--- src/rtl/alu_share_arbiter.sv ---
// Two-port round-robin arbiter and sequencer for a shared combinational ALU.
// Accepts one request in IDLE, drives the ALU for one cycle, then holds the response until consumed.
module alu_share_arbiter #(
    parameter int unsigned DATA_W = 32
) (
    input  logic                  clk_i,
    input  logic                  rst_i,
    input  logic [1:0]            req_valid_i,
    output logic [1:0]            req_ready_o,
    input  logic [2*DATA_W-1:0]   req_src1_i,
    input  logic [2*DATA_W-1:0]   req_src2_i,
    input  logic [7:0]            req_ctrl_i,
    output logic [1:0]            rsp_valid_o,
    input  logic [1:0]            rsp_ready_i,
    output logic [DATA_W-1:0]     rsp_result_o,
    output logic                  rsp_zero_o,
    output logic                  rsp_err_o,
    output logic [DATA_W-1:0]     alu_src1_o,
    output logic [DATA_W-1:0]     alu_src2_o,
    output logic [3:0]            alu_ctrl_o,
    input  logic [DATA_W-1:0]     alu_result_i,
    input  logic                  alu_zero_i,
    output logic                  busy_o
);

    localparam int unsigned CTRL_W = 4;

    typedef enum logic [1:0] {
        IDLE = 2'd0,
        EXEC = 2'd1,
        RESP = 2'd2
    } state_t;

    state_t              state;
    state_t              next_state;
    logic                accept;
    logic                grant_any;
    logic                grant_port;
    logic                last_grant;
    logic                grant_id;
    logic [DATA_W-1:0]   op_src1;
    logic [DATA_W-1:0]   op_src2;
    logic [CTRL_W-1:0]   op_ctrl;
    logic [DATA_W-1:0]   rsp_result;
    logic                rsp_zero;
    logic                rsp_err;
    logic [1:0]          rsp_valid;
    logic                busy;

    function automatic logic op_supported(input logic [CTRL_W-1:0] ctrl);
        case (ctrl)
            4'b0000, 4'b0001, 4'b0010, 4'b0110, 4'b0111, 4'b1100: op_supported = 1'b1;
            default:                                              op_supported = 1'b0;
        endcase
    endfunction

    // On a tie the port that did not win last time gets the grant.
    always_comb begin
        grant_any  = |req_valid_i;
        grant_port = (&req_valid_i) ? ~last_grant : req_valid_i[1];
    end

    // Next-state and combinational request-ready decode.
    always_comb begin
        next_state  = state;
        req_ready_o = 2'b00;
        accept      = 1'b0;
        case (state)
            IDLE: begin
                if (grant_any && !rst_i) begin
                    req_ready_o[grant_port] = 1'b1;
                    accept                  = 1'b1;
                    next_state              = EXEC;
                end
            end
            EXEC: next_state = RESP;
            RESP: begin
                if (rsp_ready_i[grant_id]) begin
                    next_state = IDLE;
                end
            end
            default: next_state = IDLE;
        endcase
    end

    // State register; busy and rsp_valid are registered from the next state.
    always_ff @(posedge clk_i) begin
        if (rst_i) begin
            state     <= IDLE;
            busy      <= 1'b0;
            rsp_valid <= 2'b00;
        end else begin
            state     <= next_state;
            busy      <= (next_state != IDLE);
            rsp_valid <= (next_state == RESP) ? (grant_id ? 2'b10 : 2'b01) : 2'b00;
        end
    end

    // Operand latch on handshake, response capture in EXEC.
    always_ff @(posedge clk_i) begin
        if (rst_i) begin
            last_grant <= 1'b1;
            grant_id   <= 1'b0;
            op_src1    <= '0;
            op_src2    <= '0;
            op_ctrl    <= '0;
            rsp_result <= '0;
            rsp_zero   <= 1'b0;
            rsp_err    <= 1'b0;
        end else begin
            if (accept) begin
                last_grant <= grant_port;
                grant_id   <= grant_port;
                op_src1    <= grant_port ? req_src1_i[2*DATA_W-1:DATA_W] : req_src1_i[DATA_W-1:0];
                op_src2    <= grant_port ? req_src2_i[2*DATA_W-1:DATA_W] : req_src2_i[DATA_W-1:0];
                op_ctrl    <= grant_port ? req_ctrl_i[7:4] : req_ctrl_i[3:0];
            end
            if (state == EXEC) begin
                rsp_result <= alu_result_i;
                rsp_zero   <= alu_zero_i;
                rsp_err    <= ~op_supported(op_ctrl);
            end
        end
    end

    assign alu_src1_o   = op_src1;
    assign alu_src2_o   = op_src2;
    assign alu_ctrl_o   = op_ctrl;
    assign rsp_result_o = rsp_result;
    assign rsp_zero_o   = rsp_zero;
    assign rsp_err_o    = rsp_err;
    assign rsp_valid_o  = rsp_valid;
    assign busy_o       = busy;

endmodule

--- config.mk ---
export PLATFORM = sky130hd
export DESIGN_NAME = alu_share_arbiter
export DESIGN_NICKNAME = d
export VERILOG_FILES = /design/src/rtl/alu_share_arbiter.sv
export SDC_FILE = /design/constraint.sdc
export NUM_CORES = 1
export LEC_CHECK = 0
export ABC_CLOCK_PERIOD_IN_PS = 2200
export BUFFER_PORTS_ARGS = -buffer_cell sky130_fd_sc_hd__buf_2
export CORE_AREA = 2 2 108 110
export DETAILED_ROUTE_END_ITERATION = 8
export DIE_AREA = 0 0 110 112
export PLACE_DENSITY = 0.87
export SETUP_SLACK_MARGIN = 0.05
export SLEW_MARGIN = 20
export SYNTH_ARGS = -nofsm -noshare
export SYNTH_HDL_FRONTEND = slang
export SYNTH_SLANG_ARGS = --single-unit
--- constraint.sdc ---
create_clock -name clk_i -period 2.2 [get_ports clk_i]
set_clock_uncertainty 0.1 [all_clocks]
set_input_delay 0 -clock clk_i [delete_from_list [all_inputs] [get_ports clk_i]]
set_output_delay 0 -clock clk_i [all_outputs]
set_load 0.01 [all_outputs]
* Yosys cells after proc, flatten, opt, wreduce, memory -nomap -nowiden
Index checks and enable logic that the tools add are counted.
Operators by class: shift-type cells 0, equality and inequality tests 8, muxes and demuxes 19, order comparisons 3, divide/modulo/power cells 0, bitwise logic cells 3, reductions and logical operators 10, multipliers 0, add/sub/neg operators 0
Operators with widths (count):
- $mux 32 | 2
- $mux 2 | 5
- $mux 1 | 9
- $eq 4x3->1 const B | 2
- $pmux 2 s3 | 1
- $reduce_or 6->1 | 1
- $eq 2x2->1 const B | 2
- $eq 4x1->1 const B | 1
- $eq 4x2->1 const B | 1
- $eq 4x4->1 const B | 1
- $logic_not 4->1 | 1
- $lt 1x2->1 const B | 2
- $mux 4 | 1
- $reduce_or 2->1 | 2
- $not 1->1 | 3
- $eq 2x1->1 const B | 1
- $logic_and 1x1->1 | 2
- $logic_not 2->1 | 1
- $reduce_and 2->1 | 1
- $reduce_bool 2->1 | 1
- $demux 1 s1 | 1
- $ge 1x1->1 const B | 1
- $logic_not 1->1 | 1
Word-level totals: ROM bits 0, memories 0, bits in registers 109, word-level logic and storage cells 54, bits in latches 0, memory bits (writable) 0

* Longest topological paths before layout
Gate-level depths: netlist (run 1).
word-level depth 8, mapped depth 7, mapped depth without buffers 4

* Worst setup path before layout (run 1)
No wires, ideal clock.
path type register to register, start point register state[1], end point register op_src2[13], in the netlist alu_src2_o[13], slack 0.806 ns, arrival 1.203 ns, stages on the path, launching flop included 6, path through dfxtp_1 -> nor3_4 -> buf_4 -> buf_4 -> a21oi_1 -> a311oi_1
Between the ends: longest elaborated chain between the ends 2
Ends and longest elaborated chain:
- from (decl) | RTL line 34 | state_t state;
- from (signal assigned) | RTL line 93 | state <= next_state;
- $logic_not 2->1 | RTL line 68 | case (state)
- $mux 1 | RTL line 68
- to (signal assigned) | RTL line 115 | op_src2 <= grant_port ? req_src2_i[2*DATA_W-1:DATA_W] : req_src2_i[DATA_W-1:0];
- to (decl) | RTL line 42 | logic [DATA_W-1:0] op_src2;
No other way between the ends. A chain may end at the register's enable or synchronous reset.

* Worst setup path after layout (run 1)
start point input req_valid_i[1], end point register op_ctrl[3], in the netlist alu_ctrl_o[3]
Between the ends: longest elaborated chain between the ends 4, elaborated cells between the ends (all ways) 7
Ends and longest elaborated chain:
- from (decl) | RTL line 8 | input logic [1:0] req_valid_i,
- $reduce_or 2->1 | RTL line 59 | grant_any = |req_valid_i;
- $logic_and 1x1->1 | RTL line 70 | if (grant_any && !rst_i) begin
- $mux 1 | RTL line 70
- $mux 1 | RTL line 68
- to (signal assigned) | RTL line 116 | op_ctrl <= grant_port ? req_ctrl_i[7:4] : req_ctrl_i[3:0];
- to (decl) | RTL line 43 | logic [CTRL_W-1:0] op_ctrl;
Parallel ways exist; a longest one is shown, timed or not.

==> results of run 1 <==
-- flip-flops by register name, summed over array words and instances (netlist names), 2 cells and up --
name	cells
rsp_valid_o	2
alu_ctrl_o	4
alu_src1_o	32
rsp_result_o	32
alu_src2_o	32
state	2
-- critical path, stage by stage --
cell           delay [ns]
dlygate4sd3_1        0.55
buf_2                0.15
or2_2                0.34
nand2_2              0.13
inv_4                0.09
buf_12               0.16
a311oi_1             0.27
dlygate4sd3_1        0.62
-- synth_stat cells, types with 2 or more instances --
master      n  area [sq um]
buf_2      17          85.1
nand3b_1    2          15.0
o21ai_0     2          10.0
buf_6       2          22.5
nand2b_1    2          12.5
nor2_1      4          15.0
a311oi_1   68           596
buf_4       4          30.0
dfxtp_1   109          2180
nor2b_1     2          12.5
clkbuf_1   33           124
nand2_1   202           758
a21oi_1   104           521
-- worst max-delay path by stage --
stage	endpoint	slack (ns)	start	cells after the start
final	alu_ctrl_o[3]$_SDFFE_PP0P_	0.05	req_valid_i[1]	8
after global routing	alu_src1_o[2]$_SDFFE_PP0P_	0.04	req_valid_i[1]	8
after CTS	alu_src1_o[3]$_SDFFE_PP0P_	0.08	state[1]$_SDFF_PP0_	5
after detailed placement	alu_src1_o[12]$_SDFFE_PP0P_	0.60	state[1]$_SDFF_PP0_	4
after global placement	alu_ctrl_o[3]$_SDFFE_PP0P_	0.68	state[1]$_SDFF_PP0_	4
after floorplan	alu_src2_o[13]$_SDFFE_PP0P_	0.81	state[1]$_SDFF_PP0_	5
-- power breakdown --
group	switching (mW)	leakage, nW	internal [mW]
Clock	0.759	0.141	0.811
Sequential	0.113	0.897	2.15
Combinational	0.713	2.82	0.738
Total	1.58	3.86	3.70
-- kinds of logic (layout without fill, tap and decap cells) --
| group | after synthesis | after routing | share of synthesized area |
|---|---|---|---|
| multiplexers | 1 | 1 | 0.00222 |
| flip-flops | 109 | 109 | 0.484 |
| AO/OA/AOI/OAI | 178 | 178 | 0.259 |
| AND/OR/NAND/NOR | 219 | 219 | 0.192 |
| other | 0 | 1 | 0 |
| buffers and inverters | 59 | 489 | 0.0606 |
| XOR/XNOR | 1 | 1 | 0.00194 |
-- area by class of cell --
type,instances,area [sq um]
clock inverters,6,46.3
flip-flops and latches,109,2180
multi-input cells,399,2070
diodes,1,2.50
fillers,786,3060
well taps,143,179
inverters,2,10.0
clock buffers,10,239
repair buffers,471,3380
-- routing by layer --
layer,GRT usage,wire length [microns],vias up
li1,-,-,2836
met1,0.327,7310,2856
met2,0.520,9850,397
met3,0.0714,1750,96
met4,0.152,1010,0
met5,0,0,-
-- repair_timing --
item,CTS,global route
hold buffers,171,0
resized for setup,0,20
setup endpoints to repair,0,60
setup buffers,0,2
hold endpoints to repair,104,0
==> results.md, run 1 <==
Run status:
- The flow ran to the end, and the final reports show no timing, DRC or antenna violations.

Setup path:
- The endpoint class of the critical path is a register.
- For the worst setup path, the data required time is 2.38 ns.
- The kind of start point of the critical path is an input port.
- The class of the most critical setup path is in2reg.
- The setup check on the worst reg-to-reg path leaves a slack of 0.10 ns.
- The worst register-to-register path begins at state[1]$_SDFF_PP0_.
- Along the worst path, the maximum fanout reaches 18.
- Counting cells, the worst reg-to-reg path comes to 7.
- The critical register-to-register path endpoint is alu_ctrl_o[3]$_SDFFE_PP0P_.
- For the worst setup path, the data arrival time is 2.32 ns.

GRT:
- The first-pass GRT wire length is 29.0 mm.
- The final global-route overflow total is 0.
- For this run, the total global-route usage over all layers was measured as 0.297.
- The via count of the first global-routing pass came to 6,144.
- The maximum number of pins on one net before global-route repair is 60.
- The number of antenna violations at the first check in global routing came to 1.

Worst hold path:
- The hold-critical path endpoint is state[1]$_SDFF_PP0_.
- The worst min-delay path class is in2reg.
- The startpoint identified for the worst hold timing path is rsp_ready_i[0].
- The hold-critical path depth is 4.

Final layout:
- In the layout the commonest cells are buf_2, nand2_1, dlygate4sd3_1, dfxtp_1, a21oi_1.
- The area of all placed cells without fillers is 8110 sq um.
- The most common library cell in the layout ignoring fill and taps is buf_2.
- The signed area change from the synthesized netlist to the final layout is 80.1%.
- In the final layout, the share of cells above drive strength 1 is 0.327.
- At the end of the flow, the number of nets in the layout was 1,167.
- The filler-free cell count of the finished design is 1,141.
- The utilization of the core after routing is 0.726.

Route:
- The wire length per cell is 17.5 microns.
- The number of iterations in the first detailed-routing pass is 6.
- The via count normalized by instance count is 5.42.
- The routed layout has 6,185 vias.
- The total DRC errors in the routed layout is 0.
- The aggregate routed wire length is 19.9 mm.
- The residual antenna-violating net count after detailed routing is 0.
- The first routing iteration left 643 violations.

Clock tree:
- Clock-pin slew was measured on the worst setup and hold paths at 0.07 ns.
- The number of buffers created by CTS is 9.
- The clock passes through at most 2 buffers.
- The clock root buffer is clkbuf_16.
- The clock reaches the later pin of the worst-skew pair after 0.34 ns.
- The depth of the CTS H-tree is 3.
- TritonCTS built the clock tree.
- The clock drives 109 sinks.

Synth:
- The register bit total from synthesis is 109.
- After synthesis, the share of flip-flops with an asynchronous set or reset is 0.
- The number of warnings reported in the yosys synthesis log is 0.
- The synthesized netlist net count is 742.
- The most used flip-flop cell after synthesis is dfxtp_1.
- The cell count after synthesis is 567.
- The post-synthesis average cell area is 7.94 sq um.
- The share of synthesized area occupied by flip-flops and latches is 0.484.
- The synthesized design contains 0 enable-type register cells.
- In this run the cell area of the synthesized design comes to 4500 sq um.
- The number of unique standard cell types used by synthesis is 29.

Placed design:
- Prior to clock tree synthesis, the placed netlist has a worst setup slack of 0.599 ns.
- The placement-stage cell area is 5940 sq um.
- At the end of routability-driven placement, the weighted congestion stood at 0.810.
- The number of I/O port buffers is 281.
- The number of cells in the design after placement is 948.
- The estimated wirelength of the detail-placed design is 10.1 mm.

STA:
- The sum of negative setup slack is 0 ns.
- The number of hold-slack violations in the final timing report is 0.
- The max-slew violation count is 0.
- Setup repair after global routing left no endpoint under its margin.
- Derived from the worst setup path, the maximum achievable clock frequency is 466 MHz.
- Final hold analysis gives a worst-case slack of 0.0209 ns.
- Setup violations remaining at the end of the flow were counted as 0.
- The final setup slack of the worst path is 0.0549 ns.
- The remaining max-slew budget at the tightest pin is 0.566.
- At the pin with the least slew margin, the transition time is 0.651 ns.
- The post-layout minimum cycle time is 2.15 ns.
- In the finished design, the share of the clock period the worst path needs comes to 0.975.

Floorplanning:
- Measured along the y axis, the die boundary spans 112 microns.
- The area of the placeable core is 11,200 sq um.
- The overall die width is 110 microns.
- The area enclosed by the die boundary is 12,300 sq um.
- The cell row count is 39.
- For this configuration, the core starts out at a cell density of 0.403.
- The number of top-level pins is 282.

Power and ir drop:
- IR analysis of the VDD net gives a maximum drop of 0.000436 V.
- The completed layout was analyzed and its total power is 5.28 mW.
- The leakage power is 3.86 nW.
- In this run the power density over the cells is 651 nW/um^2.

Flow run:
- The number of maximum-capacitance constraint violations is 0.
No activity file was read; power rests on OpenSTA's default activity.
==> inputs of run 2 (changes only) <==
Settings changed: ABC_AREA set to 1, CORE_AREA 2 2 108 110 to not set, CORE_ASPECT_RATIO set to 0.7, CORE_MARGIN set to 2, CORE_UTILIZATION set to 47, DIE_AREA 0 0 110 112 to not set, PLACE_DENSITY 0.87 to 0.95, SKIP_CTS_REPAIR_TIMING set to 1.
==> run 2 against run 1 <==
The flow now finishes with violations (design-rule violations, negative hold slack, negative setup slack). Die area fell by 10%. Power fell by 0.59%. Critical path type is now reg2reg. Via count rose by 17%. Register-to-register slack got worse by 0.15 ns. Largest cell class unchanged. Largest power group unchanged. Cell area rose by 0.82%. Hold slack got worse by 0.022 ns.
==> results.md, run 2 <==
Floorplanning:
- The cell row count is 30 (was 39).
- The area of the placeable core is 9830 sq um (was 11,200 sq um).
- The overall die width is 125 microns (was 110 microns).
- The starting utilization of the core area is 0.489 (was 0.403).
- The area enclosed by the die boundary is 11,100 sq um (was 12,300 sq um).
- The vertical die dimension came to 88.6 microns (was 112 microns).
- The number of top-level pins is 282 (unchanged).

Placed design:
- The placement-stage cell area is 6200 sq um (was 5940 sq um).
- The estimated wirelength of the detail-placed design is 10.8 mm (was 10.1 mm).
- The number of I/O port buffers is 281 (unchanged).
- The number of cells in the design after placement came to 1,079 (was 948).
- The worst setup slack after placement was 0.656 ns (was 0.599 ns).
- The final weighted congestion of routability-driven global placement is 0.819 (was 0.810).

Final layout:
- The share of layout cells above drive strength 1 is 0.279 (was 0.327).
- The area taken by flip-flops and latches is 2180 sq um (about the same).
- The fill cell total of the finished layout is 523 (was 786).
- The signed area change from the synthesized netlist to the final layout is 70.2% (was 80.1%).
- The filler-free cell count of the finished design came to 1,265 (was 1,141).
- Commonest non-fill, non-tap cells in the layout: nand2_1, buf_2, dlygate4sd3_1, dfxtp_1, nor2_1 (was buf_2, nand2_1, dlygate4sd3_1, dfxtp_1, a21oi_1).
- The number of nets at the end of the flow came to 1,305 (was 1,167).
- The multi-input logic area is 2300 sq um (was 2070 sq um).
- The area of all placed cells without fillers is 8180 sq um (was 8110 sq um).
- The most common library cell in the layout ignoring fill and taps is nand2_1 (was buf_2).
- The utilization of the core after routing is 0.832 (was 0.726).

GRT:
- The via count of the first global-routing pass is 4,949 (was 6,144).
- The final global-route overflow total was 0 (unchanged).
- The combined global-route utilization of all metal layers is 0.259 (was 0.297).
- The number of antenna violations at the first check in global routing was 1 (unchanged).
- The maximum number of pins on one net before global-route repair is 66 (was 60).
- The first-pass GRT wire length is 23.5 mm (was 29.0 mm).

Clock tree:
- The clock slew seen by the registers of the worst setup and hold paths is 0.07 ns (about the same).
- The clock network latency to the later pin of the worst-skew pair was 0.34 ns (about the same).
- The clock root buffer is clkbuf_16 (unchanged).
- The number of buffers on the longest clock path is 2 (unchanged).
- The number of buffers created by CTS is 9 (unchanged).
- The depth of the CTS H-tree is 3 (unchanged).
- The clock tree from TritonCTS is done (unchanged).
- The clock sink total is 109 (unchanged).

Setup path:
- The required arrival time at the worst endpoint was 2.35 ns (was 2.38 ns).
- The arrival time at the worst endpoint is 2.40 ns (was 2.32 ns).
- The class of the most critical setup path is reg2reg (was in2reg).
- The beginning of the worst register-to-register path is last_grant$_SDFFE_PP1P_ (was state[1]$_SDFF_PP0_).
- The setup slack on the worst flop-to-flop path is -0.05 ns (was 0.10 ns).
- The end point of the critical path is alu_src1_o[6]$_SDFFE_PP0P_ (was alu_ctrl_o[3]$_SDFFE_PP0P_).
- The kind of start point of the critical path is a register (was input port).
- The start point of the critical path is last_grant$_SDFFE_PP1P_ (was req_valid_i[1]).
- The cell count of the worst reg-to-reg path is 7 (unchanged).
- The critical register-to-register path endpoint is alu_src1_o[6]$_SDFFE_PP0P_ (was alu_ctrl_o[3]$_SDFFE_PP0P_).
- The maximum fanout encountered on the critical timing path came to 44 (was 18).
- The endpoint class of the critical path was a register (unchanged).

Route:
- The aggregate routed wire length was 22.9 mm (was 19.9 mm).
- The residual antenna-violating net count after detailed routing came to 0 (unchanged).
- The wire length per cell is 18.1 microns (was 17.5 microns).
- The number of iterations in the first detailed-routing pass is 8 (was 6).
- The total number of vias is 7,213 (was 6,185).
- The detailed-routed wire length on met3 is 2.54 mm (was 1.75 mm).
- The met2 wirelength from detailed routing is 11.1 mm (was 9.85 mm).
- The routed metal-1 wire length is 7.69 mm (was 7.31 mm).
- The total DRC errors in the routed layout came to 1 (was 0).
- The initial detailed-routing violation count is 712 (was 643).
- The via count normalized by instance count is 5.70 (was 5.42).
- The top routing layer in use is met4 (unchanged).

Synth:
- Top post-synthesis cells by count: nand2_1, dfxtp_1, nor2_1 (was nand2_1, dfxtp_1, a21oi_1).
- The synthesized netlist net count is 886 (was 742).
- The fraction of post-synthesis cell area in the top cell type by area came to 0.454 (was 0.484).
- The most used flip-flop cell after synthesis is dfxtp_1 (unchanged).
- The dominant cell type by area after synthesis is dfxtp_1 (unchanged).
- The most common cell in the netlist is nand2_1 (unchanged).
- The post-synthesis instance area is 4800 sq um (was 4500 sq um).
- Largest cells by area after synthesis: dfxtp_1, nand2_1, nand3_1, a21oi_1, nor2_1 (was dfxtp_1, nand2_1, a311oi_1, a21oi_1, clkbuf_1).
- The post-synthesis average cell area is 6.76 sq um (was 7.94 sq um).
- The share of synthesized area occupied by flip-flops and latches is 0.454 (was 0.484).
- The number of unique standard cell types used by synthesis was 20 (was 29).
- The share of flip-flops with an asynchronous set or reset was 0 (unchanged).
- The number of warnings reported in the yosys synthesis log is 0 (unchanged).
- The cell count after synthesis is 711 (was 567).
- The number of synthesized flops with an enable pin came to 0 (unchanged).
- The register bit total from synthesis is 109 (unchanged).

Worst hold path:
- The hold-critical path depth is 5 (was 4).
- The worst min-delay path class is in2reg (unchanged).

STA:
- The post-route worst hold slack is -0.00103 ns (was 0.0209 ns).
- The sum of negative setup slack was -0.0452 ns (was 0 ns).
- The achievable frequency came to 445 MHz (was 466 MHz).
- The period utilization is 1.02 (was 0.975).
- The final setup slack of the worst path came to -0.0452 ns (was 0.0549 ns).
- The number of hold-slack violations in the final timing report is 1 (was 0).
- The max-slew violation count was 0 (unchanged).
- The post-layout minimum cycle time is 2.25 ns (was 2.15 ns).
- The remaining max-slew budget at the tightest pin is 0.520 (was 0.566).
- The slew at the pin with the worst max-slew slack came to 0.720 ns (was 0.651 ns).
- The setup-violating endpoint count in the final report is 1 (was 0).

Power and ir drop:
- The maximum vdd ir drop is 0.000391 V (was 0.000436 V).
- The overall power consumption was 5.25 mW (was 5.28 mW).
- The power per unit of standard cell area was 642 nW/um^2 (was 651 nW/um^2).
- The leakage power was 4.19 nW (was 3.86 nW).

Flow run:
- The number of maximum-capacitance constraint violations is 0 (unchanged).

Run status:
- The final reports fail on design-rule violations, negative hold slack, negative setup slack.
- Run status: finished with violations (was finished clean).
## run 2: cell count changes after synthesis, sizes merged, moves of 6 or more
cell,previous run,this run
inv,2,8
buf,24,37
nand2,203,286
nor2,4,76
o21ai,2,34
a21oi,104,69
nand3,1,71
clkbuf,33,16
a311oi,68,0
## run 2: final cells by class
type,instances,share of cell area
repair buffers,461,0.392
clock buffers,9,0.0275
flip-flops and latches,109,0.267
clock inverters,7,0.00795
well taps,128,0.0196
multi-input cells,539,0.281
inverters,10,0.00520
diodes,2,0.000612
## run 2: power by group
part	switching (mW)	internal, mW
registers	0.0950	2.13
logic	0.768	0.662
clock network	0.798	0.798
total	1.66	3.59
## run 2: cell families (layout without fill, tap and decap cells)
| logic type | count (synthesis) | after routing | synth area share |
|---|---|---|---|
| buffers and inverters | 63 | 487 | 0.0680 |
| flip-flops | 109 | 109 | 0.454 |
| other | 0 | 2 | 0 |
| AND/OR/NAND/NOR | 435 | 435 | 0.369 |
| AO/OA/AOI/OAI | 104 | 104 | 0.109 |
## run 2: metal layers
layer,vias to the layer above,track usage
met1,3250,0.318
met3,187,0.0677
met5,-,0
met4,0,0.0778
li1,3108,-
met2,668,0.459
## run 2: critical path, stage by stage (launching register included)
cell,delay (ns)
dfxtp_1,0.33
nand2_2,0.10
buf_4,0.43
nand3_1,0.21
nand2_1,0.12
dlygate4sd3_1,0.57
nand2_1,0.08
a21oi_1,0.19
## run 2: worst min-delay path by stage
stage,slack (ns),startpoint,endpoint
2_1_floorplan,0.03,alu_result_i[1],rsp_result_o[1]$_SDFFE_PP0N_
3_3_place_gp,0.12,alu_result_i[17],rsp_result_o[17]$_SDFFE_PP0N_
3_5_place_dp,0.13,alu_result_i[12],rsp_result_o[12]$_SDFFE_PP0N_
4_1_cts,-0.24,alu_result_i[12],rsp_result_o[12]$_SDFFE_PP0N_
5_1_grt,-0.006,req_src1_i[48],alu_src1_o[16]$_SDFFE_PP0P_
6_report,-0.001,req_src1_i[48],alu_src1_o[16]$_SDFFE_PP0P_
==> inputs of run 3 (changes only) <==
Settings changed: CORE_MARGIN 2 to 3, CORE_UTILIZATION 47 to 35, PLACE_DENSITY 0.95 to 0.78.
==> run 3 against run 2 <==
The run now ends clean. Maximum frequency increased by 17%. Clock power decreased by 3%. Register-to-register slack improved by 0.54 ns. Hold slack improved by 0.027 ns. Wire length decreased by 13%. Via count decreased by 11%. Sequential power about the same. Final cell count increased by 4.3%. Sequential share of layout area decreased by 0.15 points. Critical path type is now in2out. Largest cell class unchanged. Largest power group unchanged. Highest routed layer unchanged.
==> results.md, run 3 (synthesized netlist as in run 2, its figures left out) <==
Worst hold path:
- The hold-critical path depth is 6 (was 5).
- The worst min-delay path class was in2reg (unchanged).
- The hold-critical path endpoint is rsp_valid_o[0]$_SDFF_PP0_ (was alu_src1_o[16]$_SDFFE_PP0P_).
- The critical hold path startpoint was rsp_ready_i[0] (was req_src1_i[48]).

Route:
- The initial detailed-routing violation count is 455 (was 712).
- The detailed-routed wire length on met3 is 1.90 mm (was 2.54 mm).
- The via count normalized by instance count was 4.88 (was 5.70).
- The total number of vias came to 6,437 (was 7,213).
- The routed metal-1 wire length is 8.18 mm (was 7.69 mm).
- The aggregate routed wire length is 19.9 mm (was 22.9 mm).
- The met2 wirelength from detailed routing is 9.29 mm (was 11.1 mm).
- The wire length per cell is 15.1 microns (was 18.1 microns).
- The number of iterations in the first detailed-routing pass is 5 (was 8).
- The total DRC errors in the routed layout came to 0 (was 1).
- The top routing layer in use was met4 (unchanged).
- The residual antenna-violating net count after detailed routing is 0 (unchanged).

Setup path:
- The class of the most critical setup path is in2out (was reg2reg).
- The endpoint class of the critical path is a primary output (was register).
- The worst-path cell with the longest stage delay is dlygate4sd3_1 (unchanged).
- The maximum fanout encountered on the critical timing path is 37 (was 44).
- The delay contributed by the slowest stage of the critical path was 0.54 ns (was 0.57 ns).
- The kind of start point of the critical path is an input port (was register).
- The cell count along the critical path is 9 (was 7).
- The cell type with the highest occurrence count on the critical path is buf_2 (was nand2_1).
- The setup slack on the worst flop-to-flop path is 0.49 ns (was -0.05 ns).
- The beginning of the worst register-to-register path is last_grant$_SDFFE_PP1P_ (unchanged).
- The required arrival time at the worst endpoint is 2.10 ns (was 2.35 ns).
- The critical register-to-register path endpoint was alu_src2_o[11]$_SDFFE_PP0P_ (was alu_src1_o[6]$_SDFFE_PP0P_).
- The cell count of the worst reg-to-reg path is 6 (was 7).
- The arrival time at the worst endpoint is 1.83 ns (was 2.40 ns).
- Cells along the critical path: dlygate4sd3_1 -> buf_2 -> clkinv_4 -> nand3_2 -> nor2_4 -> buf_4 -> nand2_1 -> inv_1 -> buf_2 (was nand2_2 -> buf_4 -> nand3_1 -> nand2_1 -> dlygate4sd3_1 -> nand2_1 -> a21oi_1).
- The cell family contributing the most delay on the critical path is buffers and inverters (unchanged).
- The buffer and inverter count on the worst path is 6 (was 2).

Floorplanning:
- The starting utilization of the core area is 0.362 (was 0.489).
- The cell row count was 35 (was 30).
- The area of the placeable core was 13,300 sq um (was 9830 sq um).
- The overall die width is 146 microns (was 125 microns).
- The number of top-level pins was 282 (unchanged).
- The vertical die dimension was 104 microns (was 88.6 microns).
- The area enclosed by the die boundary is 15,200 sq um (was 11,100 sq um).

STA:
- The number of hold-slack violations in the final timing report is 0 (was 1).
- The remaining max-slew budget at the tightest pin came to 0.488 (was 0.520).
- The post-route worst hold slack is 0.0260 ns (was -0.00103 ns).
- The setup-violating endpoint count in the final report came to 0 (was 1).
- The slew at the pin with the worst max-slew slack is 0.767 ns (was 0.720 ns).
- The post-layout minimum cycle time is 1.93 ns (was 2.25 ns).
- The achievable frequency was 519 MHz (was 445 MHz).
- The max-slew violation count is 0 (unchanged).
- Setup repair after global routing left no endpoint under its margin.
- The sum of negative setup slack is 0 ns (was -0.0452 ns).
- The period utilization is 0.876 (was 1.02).

Placed design:
- The number of cells in the design after placement is 1,133 (was 1,079).
- The final weighted congestion of routability-driven global placement is 0.757 (was 0.819).
- The number of I/O port buffers came to 281 (unchanged).
- The estimated wirelength of the detail-placed design is 10.5 mm (was 10.8 mm).
- The placement-stage cell area is 6240 sq um (was 6200 sq um).

GRT:
- The final global-route overflow total was 0 (unchanged).
- The first-pass GRT wire length is 23.4 mm (was 23.5 mm).
- The number of antenna violations at the first check in global routing was 0 (was 1).
- The maximum number of pins on one net before global-route repair is 70 (was 66).
- The combined global-route utilization of all metal layers came to 0.184 (was 0.259).
- The via count of the first global-routing pass came to 4,698 (was 4,949).

Clock tree:
- The number of buffers on the longest clock path is 2 (unchanged).
- The number of buffers created by CTS is 9 (unchanged).
- The clock slew seen by the registers of the worst setup and hold paths is 0.07 ns (about the same).
- The clock network latency to the later pin of the worst-skew pair is 0.33 ns (was 0.34 ns).
- The clock tree from TritonCTS is done (unchanged).
- The depth of the CTS H-tree is 3 (unchanged).
- The clock sink total is 109 (unchanged).
- The clock root buffer is clkbuf_16 (unchanged).

Power and ir drop:
- The switching power share of the total is 0.303 (was 0.316).
- The maximum vdd ir drop is 0.000446 V (was 0.000391 V).
- The sequential share of power is 0.439 (was 0.424).
- The design internal power is 3.51 mW (was 3.59 mW).
- The power per unit of standard cell area is 613 nW/um^2 (was 642 nW/um^2).
- The part of the power in the clock network is 0.308 (was 0.304).
- The power spent charging and discharging nets was 1.53 mW (was 1.66 mW).
- The leakage power is 4.16 nW (was 4.19 nW).
- The proportion of power drawn by combinational gates is 0.253 (was 0.272).

Run status:
- Run status: finished clean (was finished with violations).

Final layout:
- Commonest non-fill, non-tap cells in the layout: nand2_1, buf_2, dlygate4sd3_1, dfxtp_1, nor2_1 (unchanged).
- The number of nets at the end of the flow came to 1,304 (was 1,305).
- The signed area change from the synthesized netlist to the final layout is 71.2% (was 70.2%).
- The number of antenna cells inserted is 0 (was 2).
- The share of layout cells above drive strength 1 was 0.276 (was 0.279).
- The fill cell total of the finished layout was 1,043 (was 523).
- The filler-free cell count of the finished design is 1,319 (was 1,265).
- The area of all placed cells without fillers is 8230 sq um (was 8180 sq um).
- The most common library cell in the layout ignoring fill and taps was nand2_1 (unchanged).

Flow run:
- The number of maximum-capacitance constraint violations is 0 (unchanged).
## run 3: cell count changes in the layout (fill, tap and decap cells not counted)
cell	before	now
buf_4	10	8
diode_2	2	0
dlygate4sd3_1	168	170
inv_6	2	0
buf_12	2	1
clkbuf_1	0	1
clkinv_4	3	4
## run 3: final cells by class
| type | instances | area, sq um | share of cell area |
|---|---|---|---|
| Clock buffer | 10 | 229 | 0.0278 |
| Multi-Input combinational cell | 539 | 2300 | 0.279 |
| Sequential cell | 109 | 2180 | 0.265 |
| Clock inverter | 6 | 56.3 | 0.00685 |
| Timing Repair Buffer | 460 | 3190 | 0.388 |
| Tap cell | 185 | 231 | 0.0281 |
| Inverter | 10 | 42.5 | 0.00517 |
## run 3: worst max-delay path by stage
stage                              startpoint                             to  slack, ns
final                                   rst_i                 req_ready_o[1]       0.27
after global routing                    rst_i                 req_ready_o[1]       0.12
after CTS                 state[1]$_SDFF_PP0_                 req_ready_o[0]       0.28
after detailed placement       req_valid_i[1]                 req_ready_o[0]       0.61
after global placement         req_valid_i[1]                 req_ready_o[0]       0.61
after floorplan           state[0]$_SDFF_PP0_  rsp_result_o[10]$_SDFFE_PP0N_       0.99
## run 3: metal layers
layer,global-route usage,vias up
li1,-,3100
met1,0.238,2894
met2,0.308,392
met3,0.0562,51
met4,0.0309,0
met5,0,-
## run 3: per-stage QoR
| stage | util | power (mW) | worst slack [ns] |
|---|---|---|---|
| global placement | 0.470 | 3.23 | 0.607 |
| detailed placement | 0.470 | 3.24 | 0.615 |
| CTS | 0.492 | 4.82 | 0.279 |
| finish | 0.620 | 5.04 | 0.273 |
| floorplan | - | 2.83 | 0.986 |
| global route | 0.620 | 5.31 | 0.116 |
## run 3: power by group through the flow
stage | sequential [mW] | clock [mW] | combinational (mW)
2_1_floorplan | 2.32 | 0 | 0.510
3_3_place_gp | 2.25 | 0 | 0.987
3_5_place_dp | 2.25 | 0 | 0.995
4_1_cts | 2.21 | 1.62 | 0.997
5_1_grt | 2.23 | 1.69 | 1.40
6_report | 2.21 | 1.55 | 1.28
## run 3: worst register-to-register path: stages, from the launching register on
cell and delay, ns:
dfxtp_1 0.32, nand2_2 0.08, buf_4 0.58, nand3_1 0.24
nand2_1 0.15, nand2_1 0.06, a21oi_1 0.11
